## src/rtl/i2c_receiver_slave.sv

```systemverilog
// Write-only I2C responder: oversamples SCL/SDA, ACKs {DEV_ADDR,W}, a register byte
// and one data byte, then presents the register/data pair with a one-cycle strobe.
module i2c_receiver_slave #(
  parameter logic [6:0] DEV_ADDR = 7'h1A
) (
  input  logic       CLK_50MHZ,
  input  logic       RESET_N,
  input  logic       I2C_SCL,
  input  logic       I2C_SDA_IN,
  output logic       I2C_SDA_OUT,
  output logic       I2C_SDA_EN,
  output logic [7:0] REG_ADDR,
  output logic [7:0] DATA,
  output logic       DATA_VALID,
  output logic       BUSY,
  output logic       ERROR
);

  // state     | meaning
  // IDLE      | bus free, waiting for START
  // DEV_BYTE  | shifting in device address + R/W
  // DEV_ACK   | 9th clock of the address byte, driving ACK
  // REG_BYTE  | shifting in register address
  // REG_ACK   | 9th clock of the register byte, driving ACK
  // DATA_BYTE | shifting in data byte
  // DATA_ACK  | 9th clock of the data byte, driving ACK
  // IGNORE    | not addressed or transfer done; NACK until START/STOP
  typedef enum logic [2:0] {
    IDLE, DEV_BYTE, DEV_ACK, REG_BYTE, REG_ACK, DATA_BYTE, DATA_ACK, IGNORE
  } state_t;

  logic scl_s1, scl_s2, scl_d;
  logic sda_s1, sda_s2, sda_d;
  logic scl_rise, scl_fall, start_p, stop_p;

  state_t     state_q, state_d;
  logic [2:0] count_q, count_d;
  logic [7:0] shift_q, shift_d;
  logic [7:0] hold_q, hold_d;
  logic       ack_seen_q, ack_seen_d;
  logic       sda_en_d, valid_d, error_d;
  logic [7:0] reg_addr_d, data_d;
  logic [7:0] byte_full;
  logic       in_byte, in_ack;

  // Synchronizers idle high so reset does not fabricate bus edges.
  always_ff @(posedge CLK_50MHZ or negedge RESET_N) begin
    if (!RESET_N) begin
      scl_s1   <= 1'b1;
      scl_s2   <= 1'b1;
      scl_d    <= 1'b1;
      sda_s1   <= 1'b1;
      sda_s2   <= 1'b1;
      sda_d    <= 1'b1;
      scl_rise <= 1'b0;
      scl_fall <= 1'b0;
      start_p  <= 1'b0;
      stop_p   <= 1'b0;
    end else begin
      scl_s1   <= I2C_SCL;
      scl_s2   <= scl_s1;
      scl_d    <= scl_s2;
      sda_s1   <= I2C_SDA_IN;
      sda_s2   <= sda_s1;
      sda_d    <= sda_s2;
      scl_rise <= scl_s2 & ~scl_d;
      scl_fall <= ~scl_s2 & scl_d;
      start_p  <= scl_s2 & scl_d & sda_d & ~sda_s2;
      stop_p   <= scl_s2 & scl_d & ~sda_d & sda_s2;
    end
  end

  // Strobes are one stage behind the delayed copies, so sda_d lines up with scl_rise.
  assign byte_full = {shift_q[6:0], sda_d};
  assign in_byte   = (state_q == DEV_BYTE) || (state_q == REG_BYTE) || (state_q == DATA_BYTE);
  assign in_ack    = (state_q == DEV_ACK) || (state_q == REG_ACK) || (state_q == DATA_ACK);

  always_comb begin
    state_d    = state_q;
    count_d    = count_q;
    shift_d    = shift_q;
    hold_d     = hold_q;
    ack_seen_d = ack_seen_q;
    sda_en_d   = I2C_SDA_EN;
    reg_addr_d = REG_ADDR;
    data_d     = DATA;
    valid_d    = 1'b0;
    error_d    = 1'b0;

    if (stop_p || start_p) begin
      error_d    = (in_byte && (count_q != 3'd0)) || in_ack;
      state_d    = stop_p ? IDLE : DEV_BYTE;
      count_d    = 3'd0;
      ack_seen_d = 1'b0;
      sda_en_d   = 1'b0;
    end else begin
      case (state_q)
        DEV_BYTE, REG_BYTE, DATA_BYTE: begin
          if (scl_rise) begin
            shift_d    = byte_full;
            count_d    = count_q + 3'd1;
            ack_seen_d = 1'b0;
            if (count_q == 3'd7) begin
              case (state_q)
                DEV_BYTE: state_d = (byte_full == {DEV_ADDR, 1'b0}) ? DEV_ACK : IGNORE;
                REG_BYTE: begin
                  hold_d  = byte_full;
                  state_d = REG_ACK;
                end
                default: begin
                  reg_addr_d = hold_q;
                  data_d     = byte_full;
                  valid_d    = 1'b1;
                  state_d    = DATA_ACK;
                end
              endcase
            end
          end
        end
        DEV_ACK, REG_ACK, DATA_ACK: begin
          if (scl_fall) begin
            if (!ack_seen_q) begin
              ack_seen_d = 1'b1;
              sda_en_d   = 1'b1;
            end else begin
              ack_seen_d = 1'b0;
              sda_en_d   = 1'b0;
              case (state_q)
                DEV_ACK: state_d = REG_BYTE;
                REG_ACK: state_d = DATA_BYTE;
                default: state_d = IGNORE;
              endcase
            end
          end
        end
        default: ;
      endcase
    end
  end

  always_ff @(posedge CLK_50MHZ or negedge RESET_N) begin
    if (!RESET_N) begin
      state_q    <= IDLE;
      count_q    <= 3'd0;
      shift_q    <= 8'h00;
      hold_q     <= 8'h00;
      ack_seen_q <= 1'b0;
      I2C_SDA_EN <= 1'b0;
      REG_ADDR   <= 8'h00;
      DATA       <= 8'h00;
      DATA_VALID <= 1'b0;
      BUSY       <= 1'b0;
      ERROR      <= 1'b0;
    end else begin
      state_q    <= state_d;
      count_q    <= count_d;
      shift_q    <= shift_d;
      hold_q     <= hold_d;
      ack_seen_q <= ack_seen_d;
      I2C_SDA_EN <= sda_en_d;
      REG_ADDR   <= reg_addr_d;
      DATA       <= data_d;
      DATA_VALID <= valid_d;
      BUSY       <= (state_d != IDLE);
      ERROR      <= error_d;
    end
  end

  assign I2C_SDA_OUT = 1'b0;

endmodule

```

## config.mk

```make
export PLATFORM = sky130hd
export DESIGN_NAME = i2c_receiver_slave
export DESIGN_NICKNAME = d
export VERILOG_FILES = /design/src/rtl/i2c_receiver_slave.sv
export SDC_FILE = /design/constraint.sdc
export NUM_CORES = 1
export LEC_CHECK = 0
export ABC_AREA = 1
export CAP_MARGIN = 40
export CORE_MARGIN = 2
export CORE_UTILIZATION = 49
export DETAILED_ROUTE_END_ITERATION = 7
export HOLD_SLACK_MARGIN = 0.02
export PLACE_DENSITY = 0.77
export RECOVER_POWER = 50
export SYNTH_ARGS = -nofsm -noshare
export SYNTH_HDL_FRONTEND = slang
export SYNTH_SLANG_ARGS = --single-unit
```

## constraint.sdc

```tcl
create_clock -name CLK_50MHZ -period 1.4 [get_ports CLK_50MHZ]
set_input_delay 0.14 -clock CLK_50MHZ [delete_from_list [all_inputs] [get_ports CLK_50MHZ]]
set_output_delay 0.14 -clock CLK_50MHZ [all_outputs]
set_load 0.02 [all_outputs]
```

Word-level counts from Yosys, hierarchy flattened

Cells that the tools add are included.

Add/sub/neg operators: 1
Eq/ne operators: 10
Muxes and demuxes: 26
Bitwise gates (word level): 13
Reduce and logical (&&, ||, !) cells: 23

Operator list:

| kind                                                             | count |
|---|---|
| 3-bit 2-to-1 mux                                                 | 9 |
| 3-bit one-hot mux with 2 select lines                            | 3 |
| 1-bit 2-to-1 mux                                                 | 13 |
| 3-bit == test (second input constant)                            | 4 |
| 5-bit AND reduction                                              | 2 |
| 3-bit nonzero test                                               | 3 |
| 8-bit by 6-bit == test with 1-bit output (second input constant) | 1 |
| 2-bit nonzero test                                               | 4 |
| 1-bit bitwise AND                                                | 7 |
| 3-bit by 2-bit == test with 1-bit output (second input constant) | 2 |
| 1-bit logical OR                                                 | 6 |
| 3-bit != test (second input constant)                            | 2 |
| 1-bit NOT                                                        | 6 |
| 3-bit AND reduction                                              | 2 |
| 3-bit OR reduction                                               | 2 |
| 2-bit AND reduction                                              | 2 |
| 3-bit by 1-bit adder with 3-bit output (second input constant)   | 1 |
| 3-bit by 1-bit == test with 1-bit output (second input constant) | 1 |
| 1-bit one-hot mux with 2 select lines                            | 1 |
| 2-bit OR reduction                                               | 1 |
| 1-bit logical AND                                                | 1 |

Register bits after elaboration: 52
Input port bits: 4
Output and inout port bits: 21
Logic and storage cells: 94

Longest topological paths before layout

Gate-level depths: netlist (run 1).

Depth in word-level cells: 8
Gate-level depth with buffers: 9
Mapped depth without buffers: 9

Worst setup path before layout (run 1)

OpenSTA, ideal clock, no wires.

Kind: reg2reg
Start point: reg count_q[0]
End point: reg DATA[5]
Library setup time: 0.126 ns
Arrival time: 1.320 ns
Required time: 1.274 ns
Path slack: -0.046 ns
Cell stages (with the launch flop): 8
Path buffers: 1
Period minus slack after synthesis: 1.446 ns
Path through: dfrtp_1 ha_1 ha_1 nand2_1 inv_1 nand4_4 buf_2 o21ai_0

Word-level cells in the longest chain between the ends: 2

Ends and longest elaborated chain:

| item                                 | RTL line | source |
|---|---|---|
| start, declared                      | 37       | `logic [2:0] count_q, count_d;` |
| start signal, assigned               | 156      | `count_q <= count_d;` |
| 3-bit == test                        | 103      | `if (count_q == 3'd7) begin` |
| 5-bit AND reduction (no source line) | --       |  |
| end signal, assigned                 | 162      | `DATA <= data_d;` |
| end, declared                        | 13       | `output logic [7:0] DATA,` |

Every way passes these cells.
A chain may end at the register's enable or synchronous reset.

Worst setup path in the final report (run 1)

Start point: reg count_q[0]
End point: reg BUSY

Word-level cells in the longest chain between the ends: 6

Ends and longest elaborated chain:

| item                                  | RTL line | source |
|---|---|---|
| 3-bit == test                         | 103      |  |
| 3-bit 2-to-1 mux                      | 103      |  |
| 3-bit 2-to-1 mux                      | 99       | `if (scl_rise) begin` |
| 3-bit one-hot mux with 2 select lines | 97       | `case (state_q)` |
| 3-bit 2-to-1 mux                      | 90       | `if (stop_p \|\| start_p) begin` |
| named net state_d[1]                  | 36       | `state_t state_q, state_d;` |
| 3-bit nonzero test                    | 164      | `BUSY <= (state_d != IDLE);` |
| end signal, assigned                  | 164      |  |
| end, declared                         | 15       | `output logic BUSY,` |

The timed path passes the listed nets, and every way through them passes these cells.

==> results.md, run 1 <==
- Clk sinks: 52
- Clk_lat worst skew: 0.31 ns
- Worst setup margin: -0.07547 ns
- Vias in the first global route: 1532
- Via density: 5.042
- Fraction of layout cells with a size suffix above 1: 24.14%
- Syn-to-layout area delta: 30.10%
- CTS clk-pin slew, worst paths: 0.08 ns
- Placer Congestion: 0.8278
- Final instance area: 0.002699 sq mm
- Crit. End Element: flip-flop
- Yosys cell types: 19
- Post-synthesis compound-gate area fraction: 9.168%
- CP required: 1.59 ns
- Top delay family on crit path: simple AND/OR/NAND/NOR gates
- Routed WL per cell: 12.76 microns
- DRT Pass-1 Iters: 4
- Number of buffers created by CTS: 5
- Post-Synth XOR/XNOR Area: 0%
- Worst slew pin tran: 0.6703 ns
- Maxcap violations: 0
- First-pass GRT wire length: 6713 microns
- Combinational family with the most area after synthesis: simple AND/OR/NAND/NOR gates
- Mapped Area: 0.002074 sq mm
- Nets@finish: 267
- Rel. slew slack: 55.31%
- Fraction of synthesized area in multiplexers: 0%
- Violated checks: setup timing
- Syn Nets: 226
- R2R Path End: BUSY
- Die width: 69.07 microns
- Hold Vio Cnt, Final: 0
- Area of the die: 0.004770 sq mm
- Worst Skew: 0.009579 ns
- I/O Pins: 25
- Initial antenna violation count: 0
- Final worst path period share: 105.4%
- Mean post-synth cell area: 9.473 sq um
- Simple-gate area share of the yosys netlist: 18.76%
- DR iter-0 viols: 60
- Post-synthesis sequential area ratio: 63.09%
- PwrDens: 1240 mW/mm^2
- Startpoint class of the critical path: flip-flop
- Area after DPL: 0.002400 sq mm
- Reg2Reg Launch Point: count_q[0]
- Synthesized flop and latch total: 52
- Worst vdd ir: 755.0 uV
- Crit-path cells: ha_2 -> ha_4 -> nand2_4 -> nor3_4 -> nor3b_2 -> a21oi_1 -> nand2_1
- Crit path time final: 1.475 ns
- Worst Min Path Start: scl_s1
- Post-Syn Instances: 219
- CTS root buffer: clkbuf_8
- Slowest stage delay, CP: 0.37 ns
- Hold path cells: 0
- CP arrival: 1.67 ns
- CTS tree: yes
- Longest Clk Path Bufs: 2
- Hpwl dp: 2553 microns
- RSZ-0062 raised after global routing: yes
- Final setup fails: 27
- CP Buf/Inv Count: 0
- Pin count of the biggest net entering global routing: 53
- Vias post-DR: 1568
- Die H: 69.07 microns
- Residual DRC: 0
- Hold path endpoint: scl_s2
- Routed Antenna Nets: 0
- R2R depth: 7
- CP Max Fanout: 4
- Row Count: 23
- Max-slew violation count: 0
- CORE AREA: 0.004029 sq mm
- Reg2reg setup slack: -0.08 ns
- Yosys warning count: 0
- Commonest non-fill, non-tap cell in the layout: nand2_1
- Port buffer count: 23
- Status: finished with violations
- Initial Util: 51.49%
- Post-layout util: 66.99%
- Worst Hold Class: flip-flop to flip-flop
- Slowest CP cell: dfrtp_1
- Most frequent cells in the layout: nand2_1, dfrtp_1, inv_1, o21ai_0, dlygate4sd2_1
- P_leak: 1.412 nW
- Post-synthesis adder-cell area fraction: 1.809%
- GR Overflow Total: 0
- Tot Pwr: 3.347 mW
- Fmax: 677.8 MHz
- ANT cells: 0
- H-tree depth: 2
- WL final: 3968 microns
- All-Layer GR Usage: 17.59%
- Setup CP Type: flip-flop to flip-flop
power breakdown:
part | internal (mW) | switching (mW) | total (mW) | leakage, nW
clock network | 0.584 | 0.483 | 1.07 | 0.0614
registers | 1.64 | 0.0977 | 1.73 | 0.681
logic | 0.223 | 0.323 | 0.546 | 0.670
total | 2.44 | 0.904 | 3.35 | 1.41
flip-flops by register name (all words and copies together), names as in the netlist, 3 cells and up:
name / count
DATA: 8
REG_ADDR: 8
count_q: 3
hold_q: 8
shift_q: 7
state_q: 3
cell type report:
| type | count | area [sq um] |
|---|---|---|
| timing repair buffer | 38 | 355.3 |
| clock inverter | 2 | 38.79 |
| sequential | 52 | 1309 |
| fill | 308 | 1330 |
| multi-input combinational | 135 | 738.2 |
| inverter | 28 | 112.6 |
| tap | 50 | 62.56 |
| clock buffer | 6 | 82.58 |
worst reg2reg max path: stages, from the launching register on:
cell and delay (ns):
dfrtp_1 0.37, ha_2 0.20, ha_4 0.13, nand2_4 0.07, nor3_4 0.31, nor3b_2 0.09
a21oi_1 0.12, nand2_1 0.07
timing repair:
action | CTS | global route
pin swaps | 16 | 6
hold buffers | 1 | 0
buffers inserted | 2 | 3
endpoints found under the hold margin | 46 | 0
endpoints found under the setup margin | 43 | 38
gates cloned | 2 | 0
gates resized for setup | 53 | 23
logic make-up (layout without fill, tap and decap cells):
group	Yosys count	after routing
fa+ha+maj	3	3
simple gates	92	93
flops	52	52
compound gates	38	38
buf+inv	33	74
other cells	1	1
Yosys cell counts (all sizes together):
master | instances | share of area, %
nor3 | 5 | 1.4
nor3b | 1 | 0.36
nand4 | 1 | 1.0
a21oi | 6 | 1.4
inv | 28 | 5.1
nor2 | 9 | 1.6
conb | 1 | 0.18
dfrtp | 46 | 55
o21ai | 32 | 7.7
nand3 | 5 | 1.2
ha | 3 | 1.8
buf | 5 | 1.9
dfstp | 6 | 7.6
nand2 | 71 | 13
how the worst max path moves through the flow:
stage,slack (ns),startpoint,endpoint,cells after the start
floorplan,0.003,count_q[0],hold_q[5],8
global placement,-0.04,count_q[0],DATA[4],7
detailed placement,-0.10,count_q[0],DATA[5],7
CTS,-0.03,count_q[0],hold_q[2],7
global route,-0.15,count_q[0],BUSY,7
finish,-0.08,count_q[0],BUSY,7
through the flow:
step           cells  setup WS, ns  hold slack, ns  TNS, ns
6_report         311      -0.07547          0.3609  -0.8299
5_1_grt          311       -0.1456          0.3664   -2.753
4_1_cts          308      -0.03328          0.2304  -0.3380
3_5_place_dp     295       -0.1023          0.1512   -1.400
3_3_place_gp     295      -0.03824          0.1485  -0.1752
2_1_floorplan    219      0.002953         -0.1556        0
per-layer routing:
metal	routed length [microns]	share of wire, %	global-route usage (%)
met1	1764	44	21.96
met2	1922	48	28.63
met3	214	5.4	4.971
met4	68	1.7	7.625
met5	0	0	0
No activity file was read; power rests on OpenSTA's default activity.
==> inputs of run 2 (changes only) <==
PLACE_DENSITY = 0.74   (was 0.77)
RECOVER_POWER = not set   (was 50)
==> results.md, run 2 (same netlist as run 1, synthesis figures left out) <==
- Worst vdd ir: 763.5 uV (was 755.0 uV)
- CP Max Fanout: 8 (was 4)
- Row Count: 23 (unchanged)
- GR Overflow Total: 0 (unchanged)
- Die width: 69.07 microns (unchanged)
- Via density: 5.101 (was 5.042)
- Worst Skew: 0.007738 ns (was 0.009579 ns)
- DR iter-0 viols: 90 (was 60)
- R2R depth: 7 (unchanged)
- GRT busiest layer: met2 (unchanged)
- Port buffer count: 23 (unchanged)
- CP required: 1.59 ns (about the same)
- CORE AREA: 0.004029 sq mm (unchanged)
- First-pass GRT wire length: 6437 microns (was 6713 microns)
- Tot Pwr: 3.300 mW (was 3.347 mW)
- Max-slew violation count: 0 (unchanged)
- Met3 usage: 4.094% (was 4.971%)
- Fmax: 702.1 MHz (was 677.8 MHz)
- Syn-to-layout area delta: 30.40% (was 30.10%)
- Initial antenna violation count: 0 (unchanged)
- Worst Hold Class: input port to flip-flop (was flip-flop to flip-flop)
- Commonest non-fill, non-tap cell in the layout: nand2_1 (unchanged)
- ANT cells: 0 (unchanged)
- Startpoint class of the critical path: flip-flop (unchanged)
- Clk sinks: 52 (unchanged)
- Reg2Reg Launch Point: count_q[1] (was count_q[0])
- PwrDens: 1220 mW/mm^2 (was 1240 mW/mm^2)
- WL final: 3859 microns (was 3968 microns)
- Hold Vio Cnt, Final: 0 (unchanged)
- Hold path cells: 1 (was 0)
- I/O Pins: 25 (unchanged)
- Crit. End Element: flip-flop (unchanged)
- M1 GR Usage: 22.94% (was 21.96%)
- Vias post-DR: 1571 (was 1568)
- CP arrival: 1.62 ns (was 1.67 ns)
- CTS tree: yes (unchanged)
- Area of the die: 0.004770 sq mm (unchanged)
- Number of buffers created by CTS: 5 (unchanged)
- DRT Pass-1 Iters: 4 (unchanged)
- R2R Path End: hold_q[7] (was BUSY)
- Fillers: 318 (was 308)
- Pin count of the biggest net entering global routing: 53 (unchanged)
- Fraction of layout cells with a size suffix above 1: 27.52% (was 24.14%)
- Routed Antenna Nets: 0 (unchanged)
- Die H: 69.07 microns (unchanged)
- Post-layout util: 67.14% (was 66.99%)
- Maxcap violations: 0 (unchanged)
- Nets@finish: 264 (was 267)
- All-Layer GR Usage: 16.78% (was 17.59%)
- H-tree depth: 2 (unchanged)
- Final worst path period share: 101.7% (was 105.4%)
- Worst Min Path Start: I2C_SDA_IN (was scl_s1)
- Fin Hold WS: 0.2355 ns (was 0.3609 ns)
- Most frequent cells in the layout: nand2_1, dfrtp_1, inv_1, nand2_2, dlygate4sd2_1 (was nand2_1, dfrtp_1, inv_1, o21ai_0, dlygate4sd2_1)
- CTS root buffer: clkbuf_8 (unchanged)
- Reg2reg setup slack: -0.02 ns (was -0.08 ns)
- CTS clk-pin slew, worst paths: 0.09 ns (was 0.08 ns)
- Final setup fails: 5 (was 27)
- P_leak: 1.438 nW (was 1.412 nW)
- Initial Util: 51.49% (unchanged)
- Placer Congestion: 0.8735 (was 0.8278)
- Longest Clk Path Bufs: 2 (unchanged)
- Setup CP Type: flip-flop to flip-flop (unchanged)
- Area after DPL: 0.002415 sq mm (was 0.002400 sq mm)
- Routed WL per cell: 12.53 microns (was 12.76 microns)
- Residual DRC: 0 (unchanged)
- Clk_lat worst skew: 0.30 ns (was 0.31 ns)
- RSZ-0062 raised after global routing: yes (unchanged)
- Status: finished with violations (unchanged)
- Worst setup margin: -0.02424 ns (was -0.07547 ns)
- Final setup TNS: -0.08786 ns (was -0.8299 ns)
- Hold path endpoint: sda_s1 (was scl_s2)
- Top flop regs: DATA (8), REG_ADDR (8), hold_q (8) (unchanged)
- Crit path time final: 1.424 ns (was 1.475 ns)
- Hpwl dp: 2486 microns (was 2553 microns)
- GR met2 Demand/Resource: 26.60% (was 28.63%)
- Vias in the first global route: 1427 (was 1532)
- Final instance area: 0.002705 sq mm (was 0.002699 sq mm)
- Violated checks: setup timing (unchanged)
-- run 2: changes by cell type in the layout (fill, tap and decap cells not counted), sizes merged --
cell / previous run / this run
clkdlybuf4s50: 1 / 3
dlygate4sd2: 17 / 16
dlygate4sd3: 3 / 1
clkbuf: 7 / 6
buf: 14 / 12
dlymetal6s2s: 2 / 3
-- run 2: routing by layer --
layer / vias to the layer above / share of wire (%)
li1: 758 / -
met1: 772 / 47
met2: 36 / 47
met3: 5 / 5.3
met4: 0 / 1.5
met5: - / 0
-- run 2: cell type report --
cell class | instances | area [sq um] | share of cell area, %
clock buffers | 6 | 82.58 | 3.053
clock inverters | 2 | 38.79 | 1.434
inverters | 28 | 115.1 | 4.255
multi-input cells | 135 | 763.2 | 28.21
flip-flops and latches | 52 | 1310 | 48.43
well taps | 50 | 62.56 | 2.313
repair buffers | 35 | 332.8 | 12.30
-- run 2: how the worst max path moves through the flow --
| stage | cells after the start | startpoint | to | slack, ns |
|---|---|---|---|---|
| floorplan | 8 | count_q[0] | hold_q[5] | 0.003 |
| global placement | 7 | count_q[0] | DATA[5] | -0.02 |
| detailed placement | 7 | count_q[1] | DATA[5] | -0.09 |
| CTS | 1 | REG_ADDR[3] | REG_ADDR[3] | 0.004 |
| global route | 7 | count_q[1] | hold_q[6] | -0.10 |
| finish | 7 | count_q[1] | hold_q[7] | -0.02 |
-- run 2: worst max-delay path: stages (launching register included) --
cell and delay [ns]:
dfrtp_1 0.37, ha_2 0.20, ha_4 0.13, nand2_4 0.07, nor3_4 0.24, nand2_2 0.16
nand2_1 0.08, o21ai_0 0.07
-- run 2: report_power, final --
| group | internal [mW] | total [mW] | switching, mW | leakage, nW |
|---|---|---|---|---|
| sequential | 1.64 | 1.73 | 0.0953 | 0.680 |
| clock | 0.584 | 1.05 | 0.462 | 0.0614 |
| combinational | 0.196 | 0.523 | 0.327 | 0.696 |
| total | 2.42 | 3.30 | 0.884 | 1.44 |
-- run 2: per-stage QoR --
stage          worst slack, ns  cells
4_1_cts               0.003815    308
2_1_floorplan         0.002953    219
5_1_grt                -0.1016    308
3_5_place_dp          -0.08708    297
3_3_place_gp          -0.02305    297
6_report              -0.02424    308
-- run 2: what timing repair did --
item	4_1_cts	5_1_grt
resized for setup	29	58
hold buffers	1	0
buffers inserted	1	0
hold endpoints to repair	46	0
pin swaps	3	11
cloned	1	0
endpoints found under the setup margin	40	40
==> inputs of run 3 (changes only) <==
HOLD_SLACK_MARGIN = 0.1   (was 0.02)
SLEW_MARGIN = 15   (was not set)
==> results of run 3 <==
Final layout, timing and power as in run 2 (identical DEF).
